### config.mk
export PLATFORM = sky130hd
export DESIGN_NAME = pwr_group_sequencer
export DESIGN_NICKNAME = d
export VERILOG_FILES = /design/src/rtl/pwr_seq_pkg.sv /design/src/rtl/pwr_seq_timer.sv /design/src/rtl/pwr_group_sequencer.sv
export SDC_FILE = /design/constraint.sdc
export NUM_CORES = 1
export LEC_CHECK = 0
export ABC_AREA = 1
export BUFFER_PORTS_ARGS = -buffer_cell sky130_fd_sc_hd__buf_2
export CAP_MARGIN = 10
export CORE_MARGIN = 2
export CORE_UTILIZATION = 53
export DETAILED_ROUTE_END_ITERATION = 8
export PLACE_DENSITY = 0.88
export SYNTH_ARGS = -nofsm -noshare
export SYNTH_HDL_FRONTEND = slang
export SYNTH_SLANG_ARGS = --single-unit
### constraint.sdc
create_clock -name CLOCK -period 10.6 [get_ports CLOCK]
set_input_delay 2.12 -clock CLOCK [delete_from_list [all_inputs] [get_ports CLOCK]]
set_output_delay 2.12 -clock CLOCK [all_outputs]
set_load 0.02 [all_outputs]
### src/rtl/pwr_seq_pkg.sv
// Shared types and constants for the programmable rail-group sequencer.
package pwr_seq_pkg;

  typedef enum logic [2:0] {
    IDLE,
    PU_QUAL,
    PU_DLY,
    ON,
    PD,
    RSTRT_DLY,
    LOCKOUT
  } seq_state_t;

  localparam logic [2:0] RETRY_INF = 3'h7;
  localparam logic [2:0] RETRY_SAT = 3'h6;

endpackage

### src/rtl/pwr_seq_timer.sv
// Shared saturating delay timer with a live >= compare against the active limit.
module pwr_seq_timer #(
  parameter int unsigned DLY_W = 16
) (
  input  logic             clk,
  input  logic             rst,
  input  logic             clr,
  input  logic             en,
  input  logic [DLY_W-1:0] limit,
  output logic             expired
);

  logic [DLY_W-1:0] cnt_q, cnt_d;

  always_comb begin
    cnt_d = cnt_q;
    if (clr) begin
      cnt_d = '0;
    end else if (en && (cnt_q != '1)) begin
      cnt_d = cnt_q + DLY_W'(1);
    end
  end

  always_ff @(posedge clk) begin
    if (rst) begin
      cnt_q <= '0;
    end else begin
      cnt_q <= cnt_d;
    end
  end

  assign expired = (cnt_q >= limit);

endmodule

### src/rtl/pwr_group_sequencer.sv
// Register-programmable rail-group sequencer: ordered power-up with PG qualification,
// reverse or simultaneous power-down, first-fault logging and retry/lockout policy.
module pwr_group_sequencer
  import pwr_seq_pkg::*;
#(
  parameter int unsigned PWR_GROUPS = 8,
  parameter int unsigned DLY_W      = 16
) (
  input  logic                        CLOCK,
  input  logic                        RESET,
  input  logic                        ENABLE,
  input  logic                        VIN_FAULT,
  input  logic [PWR_GROUPS-1:0]       GROUP_PWRGD,
  input  logic [PWR_GROUPS*DLY_W-1:0] REG_UPDLY,
  input  logic [DLY_W-1:0]            REG_QUALDLY,
  input  logic [DLY_W-1:0]            REG_DNDLY,
  input  logic                        REG_DN_MODE,
  input  logic [PWR_GROUPS-1:0]       REG_FAULT_MASK,
  input  logic [2:0]                  REG_RETRIES,
  input  logic [DLY_W-1:0]            REG_RSTRT_DLY,
  output logic [PWR_GROUPS-1:0]       VRAIL_ENA,
  output logic                        PWR_GOOD,
  output logic                        nFAULT,
  output logic [PWR_GROUPS-1:0]       FAULT_LOG,
  output logic                        DCHG_TMO,
  output logic [2:0]                  RETRY_CNT
);

  localparam int unsigned IDX_W = (PWR_GROUPS > 1) ? $clog2(PWR_GROUPS) : 1;
  localparam logic [IDX_W-1:0] LAST_IDX = IDX_W'(PWR_GROUPS - 1);

  seq_state_t            state_q, state_d;
  logic [IDX_W-1:0]      idx_q, idx_d;
  logic [PWR_GROUPS-1:0] ena_q, ena_d;
  logic [PWR_GROUPS-1:0] qual_q, qual_d;
  logic [PWR_GROUPS-1:0] log_q, log_d;
  logic                  pd_dly_q, pd_dly_d;
  logic                  nfault_q, nfault_d;
  logic                  dchg_q, dchg_d;
  logic                  pwr_good_q, pwr_good_d;
  logic [2:0]            cnt_q, cnt_d;

  logic [PWR_GROUPS-1:0] idx_oh, pg_loss, grp_flt, flt_first;
  logic                  pu_or_on, tmo_flt, flt, pd_done;
  logic                  tmr_clr, tmr_en, tmr_exp;
  logic [DLY_W-1:0]      tmr_limit;

  pwr_seq_timer #(.DLY_W(DLY_W)) u_timer (
    .clk     (CLOCK),
    .rst     (RESET),
    .clr     (tmr_clr),
    .en      (tmr_en),
    .limit   (tmr_limit),
    .expired (tmr_exp)
  );

  // Fault sources: lost PG on qualified unmasked groups plus the PU_QUAL timeout.
  always_comb begin
    idx_oh         = '0;
    idx_oh[idx_q]  = 1'b1;
    pu_or_on  = (state_q == PU_QUAL) || (state_q == PU_DLY) || (state_q == ON);
    tmo_flt   = (state_q == PU_QUAL) && !GROUP_PWRGD[idx_q] && tmr_exp;
    pg_loss   = qual_q & ~GROUP_PWRGD & ~REG_FAULT_MASK;
    grp_flt   = pg_loss | (tmo_flt ? idx_oh : '0);
    flt_first = grp_flt & (~grp_flt + PWR_GROUPS'(1));
    flt       = pu_or_on && (VIN_FAULT || (|grp_flt));
    tmr_en    = (state_q == PU_QUAL) || (state_q == PU_DLY) ||
                (state_q == PD) || (state_q == RSTRT_DLY);
    case (state_q)
      PU_QUAL:   tmr_limit = REG_QUALDLY;
      PU_DLY:    tmr_limit = REG_UPDLY[idx_q*DLY_W +: DLY_W];
      PD:        tmr_limit = (pd_dly_q && !REG_DN_MODE) ? REG_DNDLY : REG_QUALDLY;
      RSTRT_DLY: tmr_limit = REG_RSTRT_DLY;
      default:   tmr_limit = '0;
    endcase
  end

  always_comb begin
    state_d  = state_q;
    idx_d    = idx_q;
    ena_d    = ena_q;
    qual_d   = qual_q;
    log_d    = log_q;
    pd_dly_d = pd_dly_q;
    nfault_d = nfault_q;
    dchg_d   = dchg_q;
    cnt_d    = cnt_q;
    pd_done  = 1'b0;
    case (state_q)
      IDLE: begin
        if (ENABLE && !VIN_FAULT && (GROUP_PWRGD == '0)) begin
          state_d  = PU_QUAL;
          idx_d    = '0;
          ena_d    = '0;
          ena_d[0] = 1'b1;
        end
      end
      PU_QUAL, PU_DLY, ON: begin
        if (flt || !ENABLE) begin
          state_d  = PD;
          pd_dly_d = 1'b0;
          qual_d   = '0;
          if (REG_DN_MODE) ena_d = '0;
          else             ena_d[idx_q] = 1'b0;
          if (flt) begin
            nfault_d = 1'b0;
            if (log_q == '0) log_d = flt_first;
          end
        end else if (state_q == PU_QUAL) begin
          if (GROUP_PWRGD[idx_q]) begin
            qual_d[idx_q] = 1'b1;
            state_d       = PU_DLY;
          end
        end else if ((state_q == PU_DLY) && tmr_exp) begin
          if (idx_q == LAST_IDX) begin
            state_d = ON;
          end else begin
            idx_d                      = idx_q + IDX_W'(1);
            ena_d[idx_q + IDX_W'(1)]   = 1'b1;
            state_d                    = PU_QUAL;
          end
        end
      end
      PD: begin
        // pd_dly_q splits each reverse step into discharge wait then DNDLY wait.
        if (REG_DN_MODE) begin
          ena_d    = '0;
          pd_dly_d = 1'b0;
          if (GROUP_PWRGD == '0) begin
            pd_done = 1'b1;
          end else if (tmr_exp) begin
            dchg_d  = 1'b1;
            pd_done = 1'b1;
          end
        end else if (!pd_dly_q) begin
          if (!GROUP_PWRGD[idx_q] || tmr_exp) begin
            if (GROUP_PWRGD[idx_q]) dchg_d = 1'b1;
            if (idx_q == '0) pd_done  = 1'b1;
            else             pd_dly_d = 1'b1;
          end
        end else if (tmr_exp) begin
          idx_d                    = idx_q - IDX_W'(1);
          ena_d[idx_q - IDX_W'(1)] = 1'b0;
          pd_dly_d                 = 1'b0;
        end
        if (pd_done) begin
          if (nfault_q)                                             state_d = IDLE;
          else if ((REG_RETRIES == RETRY_INF) || (cnt_q < REG_RETRIES)) state_d = RSTRT_DLY;
          else                                                      state_d = LOCKOUT;
        end
      end
      RSTRT_DLY: begin
        if (!ENABLE) begin
          state_d  = IDLE;
          cnt_d    = '0;
          log_d    = '0;
          dchg_d   = 1'b0;
          nfault_d = 1'b1;
        end else if (tmr_exp) begin
          state_d  = IDLE;
          log_d    = '0;
          nfault_d = 1'b1;
          if ((REG_RETRIES != RETRY_INF) && (cnt_q != RETRY_SAT)) cnt_d = cnt_q + 3'd1;
        end
      end
      LOCKOUT: begin
        if (!ENABLE) begin
          state_d  = IDLE;
          cnt_d    = '0;
          log_d    = '0;
          dchg_d   = 1'b0;
          nfault_d = 1'b1;
        end
      end
      default: state_d = IDLE;
    endcase
    pwr_good_d = (state_d == ON);
    tmr_clr    = (state_d != state_q) || (idx_d != idx_q) || (pd_dly_d != pd_dly_q);
  end

  always_ff @(posedge CLOCK) begin
    if (RESET) begin
      state_q    <= IDLE;
      idx_q      <= '0;
      ena_q      <= '0;
      qual_q     <= '0;
      log_q      <= '0;
      pd_dly_q   <= 1'b0;
      nfault_q   <= 1'b1;
      dchg_q     <= 1'b0;
      pwr_good_q <= 1'b0;
      cnt_q      <= '0;
    end else begin
      state_q    <= state_d;
      idx_q      <= idx_d;
      ena_q      <= ena_d;
      qual_q     <= qual_d;
      log_q      <= log_d;
      pd_dly_q   <= pd_dly_d;
      nfault_q   <= nfault_d;
      dchg_q     <= dchg_d;
      pwr_good_q <= pwr_good_d;
      cnt_q      <= cnt_d;
    end
  end

  assign VRAIL_ENA = ena_q;
  assign PWR_GOOD  = pwr_good_q;
  assign nFAULT    = nfault_q;
  assign FAULT_LOG = log_q;
  assign DCHG_TMO  = dchg_q;
  assign RETRY_CNT = cnt_q;

endmodule

==> impl_metrics.py, run 1 <==
metrics = {
    "hold_path": {
        "hold_class": "flop to flop",
    },
    "logic_synthesis": {
        "synth-compound-area-share": 0.267,
        "synth_edf_count": 0,
        "synth_top_family_by_area": "simple AND/OR/NAND/NOR gates",
        "ys_ff_latch": 53,
        "ys.flop_type": "dfxtp_1",
        "avgSynthCellArea_sq_um": 6.64,
        "ys_seq_area_frac": 0.206,
        "synthesis.nets": 1001,
        "synth_area_sq_um": 5140,
        "ys_warn_count": 0,
        "synthAdderAreaFrac": 0.0632,
        "yosys.area_share.simple": 0.333,
        "async_flop_share": 0,
        "yosys.area_share.xor_xnor": 0.0272,
        "netlist_instances": 775,
        "muxShareOfSynthArea": 0.00195,
        "synth_cell_type_count": 52,
    },
    "timing": {
        "maxSlewViolCount": 0,
        "finalSetupTns_ns": 0,
        "hold_viol_final": 0,
        "post-route-period-util": 0.600,
        "worst_slack_ns": 4.24,
        "hold_ws_ns": 0.450,
        "max-slew-margin-rel": 0.257,
        "period_needed_ns": 6.36,
        "rsz0062_at_grt": "no",
        "fmax_mhz": 157,
        "finClkSkew_ns": 0.0104,
        "setup_violations": 0,
        "tightest_slew_ns": 1.11,
    },
    "power_and_ir_drop": {
        "fin_total_pwr_w": 0.000382,
        "power_density_nw_per_um2": 59.5,
        "ir_drop_mv": 0.0480,
        "p_leak_nw": 2.94,
    },
    "clocking": {
        "hold_buffers": 0,
        "insertion_delay_ns": 0.32,
        "clkSinkCount": 53,
        "cts_root_buf": "clkbuf_8",
        "clockBufferDepth": 2,
        "postCtsSetupBuffers": 0,
        "numCtsBuffers": 5,
        "clkSlewWorstSetupHoldPaths_ns": 0.10,
        "htree_levels": 2,
        "cts_tree": "built",
        "ctsResizeCount": 0,
    },
    "routing": {
        "vias": 6667,
        "routedWlPerCell_um": 18.0,
        "drc": 0,
        "detail_route.vias_per_cell": 5.97,
        "ant_nets": 0,
        "first_pass_iters": 6,
        "routed_wl_um": 20100,
        "dr.first_iter.drc_count": 602,
    },
    "worst_setup_path": {
        "cp_max_fo": 19,
        "slowest_stage": "o21ai_1",
        "cp_cell_sequence": "buf_2 -> nor2_1 -> buf_4 -> o21ai_1 -> a221oi_1 -> ha_1 -> a21oi_1 -> nand2_1 -> nor2_1 -> nand2_1 -> nand2_1 -> nand2_1 -> nand3_1 -> nand2_2 -> nor2_4 -> nand3_1 -> nor2_2 -> nand4_1 -> nand2_1 -> nand2_1 -> nand2_1 -> nand2_1 -> nor3_1",
        "path_class": "input pin to flop",
        "start_kind": "input pin",
        "critical_path_buf_inv_count": 2,
        "worstPathRequired_ns": 10.83,
        "arrival_ns": 6.60,
        "endpoint_kind": "flop",
        "critical-path-max-stage-delay_ns": 0.88,
        "crit_top_cell": "nand2_1",
        "cp_top_family": "simple AND/OR/NAND/NOR gates",
    },
    "final_layout": {
        "area_delta_synth_final_pct": 24.9,
        "nets": 1211,
        "drive_gt1_frac": 0.300,
        "fin_util": 0.689,
    },
    "placement": {
        "gp_congestion": 1.03,
        "dp_hpwl_um": 15800,
        "port_buffers": 221,
        "post-place-ws_ns": 4.04,
    },
    "floorplanning": {
        "coreArea_sq_um": 9330,
        "rows": 35,
        "die-height_um": 103,
        "start_util": 0.551,
        "die_x_um": 103,
        "io_pins": 222,
        "dieArea_sq_um": 10500,
    },
    "grt": {
        "antenna_found_initial": 1,
        "grt_pass1_vias": 6066,
        "grt_pass1_wl_um": 30700,
        "grt_overflow": 0,
        "gr-usage-all-layers": 0.377,
        "grt_max_degree": 23,
    },
    "flow_run": {
        "cap_violations": 0,
    },
    "run_status": {
        "outcome": "completed",
    },
}
-- worst reg2reg max path, cell delays in order (launching register included) --
cell	delay, ns
dfxtp_1	0.90
inv_6	0.21
nor3_2	0.71
buf_4	0.32
a22oi_1	0.09
a31oi_1	0.44
a211oi_1	0.09
ha_1	0.34
nand2_1	0.07
o21ai_0	0.09
a21oi_1	0.14
nand2_1	0.28
nand3_1	0.22
nand2_2	0.09
nor2_4	0.11
nand3_1	0.10
nor2_2	0.17
nand4_1	0.16
nand2_1	0.16
nand2_1	0.07
nand2_1	0.06
nand2_1	0.45
nor3_1	0.29
-- cell usage after synthesis (4+ instances only) --
master | instances | area share
nor3_2 | 19 | 0.037
o311ai_0 | 8 | 0.014
nor3_1 | 18 | 0.018
dfxtp_1 | 53 | 0.21
xor2_1 | 8 | 0.014
a31oi_1 | 5 | 0.0061
buf_2 | 4 | 0.0039
o21ai_0 | 41 | 0.040
a22o_1 | 13 | 0.022
nor4_1 | 4 | 0.0049
xnor2_1 | 8 | 0.014
a221oi_1 | 26 | 0.044
nand4_1 | 20 | 0.024
or3_1 | 7 | 0.0085
inv_2 | 7 | 0.0051
nand2_1 | 173 | 0.13
nor2_1 | 58 | 0.042
ha_1 | 26 | 0.063
nand3_1 | 34 | 0.033
nor2_2 | 5 | 0.0061
nand2_2 | 9 | 0.011
clkbuf_1 | 18 | 0.013
a22oi_1 | 21 | 0.031
a32o_1 | 15 | 0.029
a211oi_1 | 7 | 0.010
inv_1 | 83 | 0.061
a21oi_1 | 45 | 0.044
-- placed cells by master, fill, tap and decap left out, types with 4 or more instances in the layout --
cell type / n
o311ai_0: 8
nand4_1: 20
nand3_1: 34
a211oi_1: 7
a21oi_1: 45
a31oi_1: 5
clkbuf_8: 5
o21ai_0: 41
inv_2: 7
nand2_1: 173
nor3_1: 18
dfxtp_1: 53
buf_4: 11
xnor2_1: 8
a22o_1: 13
nor3_2: 19
xor2_1: 8
nor2_1: 58
a22oi_1: 21
ha_1: 26
buf_2: 221
nor2_2: 5
nand2_2: 9
or3_1: 7
nor4_1: 4
a221oi_1: 26
inv_1: 83
a32o_1: 15
-- report_power, final --
part / switching [W] / internal, W / total [W]
clock: 0.0000740 / 0.0000466 / 0.000121
combinational: 0.0000308 / 0.0000319 / 0.0000627
sequential: 0.0000000394 / 0.000199 / 0.000199
-- final timing paths --
check	from	endpoint	slack, ns	cells after the start
min reg2reg	DCHG_TMO	DCHG_TMO	0.45	2
max reg2reg	idx_q[0]	u_timer.cnt_q[5]	4.96	22
min	DCHG_TMO	DCHG_TMO	0.45	2
max	REG_DN_MODE	u_timer.cnt_q[5]	4.24	23
-- through the flow --
| step | instance area, sq um | instances |
|---|---|---|
| 6_report | 6420 | 1116 |
| 5_1_grt | 6420 | 1116 |
| 4_1_cts | 6410 | 1114 |
| 3_5_place_dp | 6320 | 1106 |
| 3_3_place_gp | 6320 | 1106 |
| 2_1_floorplan | 5140 | 775 |
-- logic make-up after synthesis --
family	Yosys count
XOR/XNOR	16
AND/OR/NAND/NOR	358
AO/OA/AOI/OAI	198
adder cells (fa/ha/maj)	26
buffers and inverters	123
multiplexers	1
flip-flops	53
-- flip-flops by register name, indices dropped and copies added (netlist names) --
name	flops
RETRY_CNT	3
pd_dly_q	1
DCHG_TMO	1
PWR_GOOD	1
u_timer.cnt_q	16
VRAIL_ENA	8
state_q	3
FAULT_LOG	8
qual_q	8
idx_q	3
nFAULT	1
-- layer usage --
layer  vias up  global-route usage  part of all wire
met1      2990               0.507              0.40
met4         0               0.107             0.026
met3        55               0.113              0.14
met5         -                   0                 0
met2       469               0.588              0.44
li1       3153                   -                 -
-- area by class of cell --
class,count,area [sq um]
clock inverter,3,22.5
clock buffer,5,68.8
inverter,94,359
timing repair buffer,232,1190
sequential,53,1060
tap,129,161
antenna,1,2.50
multi-input combinational,599,3560
fill,850,2900
Power figures use the tool's default switching activity.
==> run 2, diff against run 1 <==
Settings changed: CORE_UTILIZATION 53 to 44, PLACE_DENSITY 0.88 to 0.78.
Clock period 10.6 ns to 5.2 ns, I/O delays scaled along.
==> run 2 against run 1 <==
  * Cell area rose by 2.8%
  * Critical path type is now flop to flop
  * Via count shrank 0.69%
  * Core utilization down 11 points
  * Clock power rose to 2.8 times the previous value
  * Clock-buffer cell count is the same
  * Largest cell class unchanged
  * Highest routed layer unchanged
  * Combinational power increased by 96%
  * Sequential power grew 100%
==> impl_metrics.py, run 2 (synthesis gave the netlist of run 1 again) <==
metrics = {
    "run_status": {
        "outcome": "completed",
    },
    "worst_setup_path": {
        "rr_endpoint": "u_timer.cnt_q[2]",
        "arrival_ns": 4.92,
        "endpoint_kind": "flop",
        "slowest_stage": "dfxtp_2",
        "regToRegStartpoint": "idx_q[0]",
        "path_class": "flop to flop",
        "start_kind": "flop",
        "critical-path-max-stage-delay_ns": 0.42,
        "r2r_setup_slack_ns": 0.49,
        "cp_max_fo": 22,
        "worstPathRequired_ns": 5.42,
        "critical_path_buf_inv_count": 2,
        "crit_top_cell": "a21oi_1",
        "cp_cell_sequence": "inv_6 -> nor3_2 -> buf_4 -> a22o_1 -> a221oi_1 -> nand4_1 -> a221oi_1 -> ha_1 -> a21oi_1 -> o21ai_0 -> a21oi_1 -> nand2_1 -> nand3_1 -> nand2_2 -> nor2_4 -> nand3_1 -> nor2_2 -> a21oi_1 -> nor2_2 -> nand3_4 -> nor3_1",
        "cp_top_family": "simple AND/OR/NAND/NOR gates",
        "reg2reg_depth": 21,
    },
    "timing": {
        "period_needed_ns": 4.71,
        "worst_slack_ns": 0.492,
        "post-route-period-util": 0.905,
        "fmax_mhz": 212,
        "maxSlewViolCount": 0,
        "setup_violations": 0,
        "finalSetupTns_ns": 0,
        "max-slew-margin-rel": 0.479,
        "finClkSkew_ns": 0.00871,
        "rsz0062_at_grt": "no",
        "tightest_slew_ns": 0.777,
        "hold_viol_final": 0,
    },
    "final_layout": {
        "largest_reg_flops": 16,
        "num-fill-cells": 1146,
        "layout_commonest_cell": "buf_2",
        "drive_gt1_frac": 0.312,
        "top_register": "u_timer.cnt_q",
        "n_antenna_cell": 0,
        "fin_util": 0.578,
        "area_delta_synth_final_pct": 28.4,
        "nets": 1223,
        "final_cells": 1141,
        "final_cell_mix": "buf_2 (221), nand2_1 (173), inv_1 (83)",
    },
    "flow_run": {
        "cap_violations": 0,
    },
    "clocking": {
        "clkSinkCount": 53,
        "clkSlewWorstSetupHoldPaths_ns": 0.08,
        "hold_buffers": 0,
        "cts_tree": "built",
        "numCtsBuffers": 5,
        "htree_levels": 2,
        "clockBufferDepth": 2,
        "insertion_delay_ns": 0.30,
        "cts_root_buf": "clkbuf_16",
    },
    "routing": {
        "ant_nets": 0,
        "first_pass_iters": 6,
        "routed_wl_um": 20200,
        "drt-met1-wl_um": 8360,
        "drc": 0,
        "detail_route.vias_per_cell": 5.80,
        "dr.first_iter.drc_count": 778,
        "vias": 6621,
        "routed.top_layer": "met4",
        "wl_met3_um": 2010,
        "route.met2.wl_um": 9350,
        "routedWlPerCell_um": 17.7,
    },
    "floorplanning": {
        "die_x_um": 112,
        "rows": 39,
        "start_util": 0.450,
        "die-height_um": 112,
        "dieArea_sq_um": 12600,
        "io_pins": 222,
        "coreArea_sq_um": 11400,
    },
    "placement": {
        "place_inst": 1133,
        "gp_congestion": 0.991,
        "port_buffers": 221,
        "dp_hpwl_um": 16000,
        "post-place-ws_ns": 0.307,
    },
    "hold_path": {
        "min_path_cells": 2,
        "hold_class": "flop to flop",
        "min_to": "DCHG_TMO",
        "min_from": "DCHG_TMO",
    },
    "grt": {
        "grt_pass1_vias": 6183,
        "grt_pass1_wl_um": 31400,
        "antenna_found_initial": 0,
        "grt_overflow": 0,
        "grt_max_degree": 23,
        "gr-usage-all-layers": 0.308,
    },
    "power_and_ir_drop": {
        "power_density_nw_per_um2": 132,
        "p_leak_nw": 3.04,
        "ir_drop_mv": 0.159,
    },
}
==> run 2: layout make-up <==
type,instances,area [sq um],area share
multi-input combinational,599,3560,0.539
timing repair buffer,244,1290,0.196
sequential,53,1060,0.161
inverter,94,362,0.0548
tap,143,179,0.0271
clock buffer,5,125,0.0189
clock inverter,3,22.5,0.00341
==> run 2: worst min-delay path, cell delays in order, from the launching register on <==
cell and delay, ns:
dfxtp_1 0.31, inv_1 0.05, a21oi_1 0.05
==> run 2: layer usage <==
layer | global-route usage | vias to the layer above
li1 | - | 3189
met1 | 0.410 | 3020
met2 | 0.512 | 371
met3 | 0.0491 | 41
met4 | 0.0992 | 0
met5 | 0 | -
==> run 2: metrics by stage <==
step                      area (sq um)  total power [W]  hold WS [ns]
after floorplan                   5140         0.000447         0.428
after global placement            6450         0.000535         0.437
after detailed placement          6450         0.000536         0.439
final                             6600         0.000872         0.450
after global routing              6600         0.000902         0.487
after CTS                         6600         0.000872         0.450
==> run 2: worst max-delay path by stage <==
stage | startpoint | to | slack (ns) | cells after the start
finish | idx_q[0] | u_timer.cnt_q[2] | 0.49 | 21
global route | idx_q[0] | u_timer.cnt_q[3] | 0.13 | 25
CTS | idx_q[0] | u_timer.cnt_q[2] | 0.38 | 24
detailed placement | REG_UPDLY[31] | u_timer.cnt_q[2] | 0.31 | 19
global placement | REG_UPDLY[31] | u_timer.cnt_q[1] | 0.39 | 19
floorplan | REG_DN_MODE | VRAIL_ENA[0] | 0.72 | 25
==> run 2: repair_timing <==
item,in CTS,in global routing
resized for setup,0,4
setup buffers,0,0
endpoints found under the setup margin,0,25
==> run 2: where the power goes <==
part	leakage [nW]	internal, W	switching [W]	total (W)
sequential	0.428	0.000405	0.0000000782	0.000405
combinational	2.54	0.0000649	0.0000585	0.000123
clock	0.0738	0.000180	0.000164	0.000343
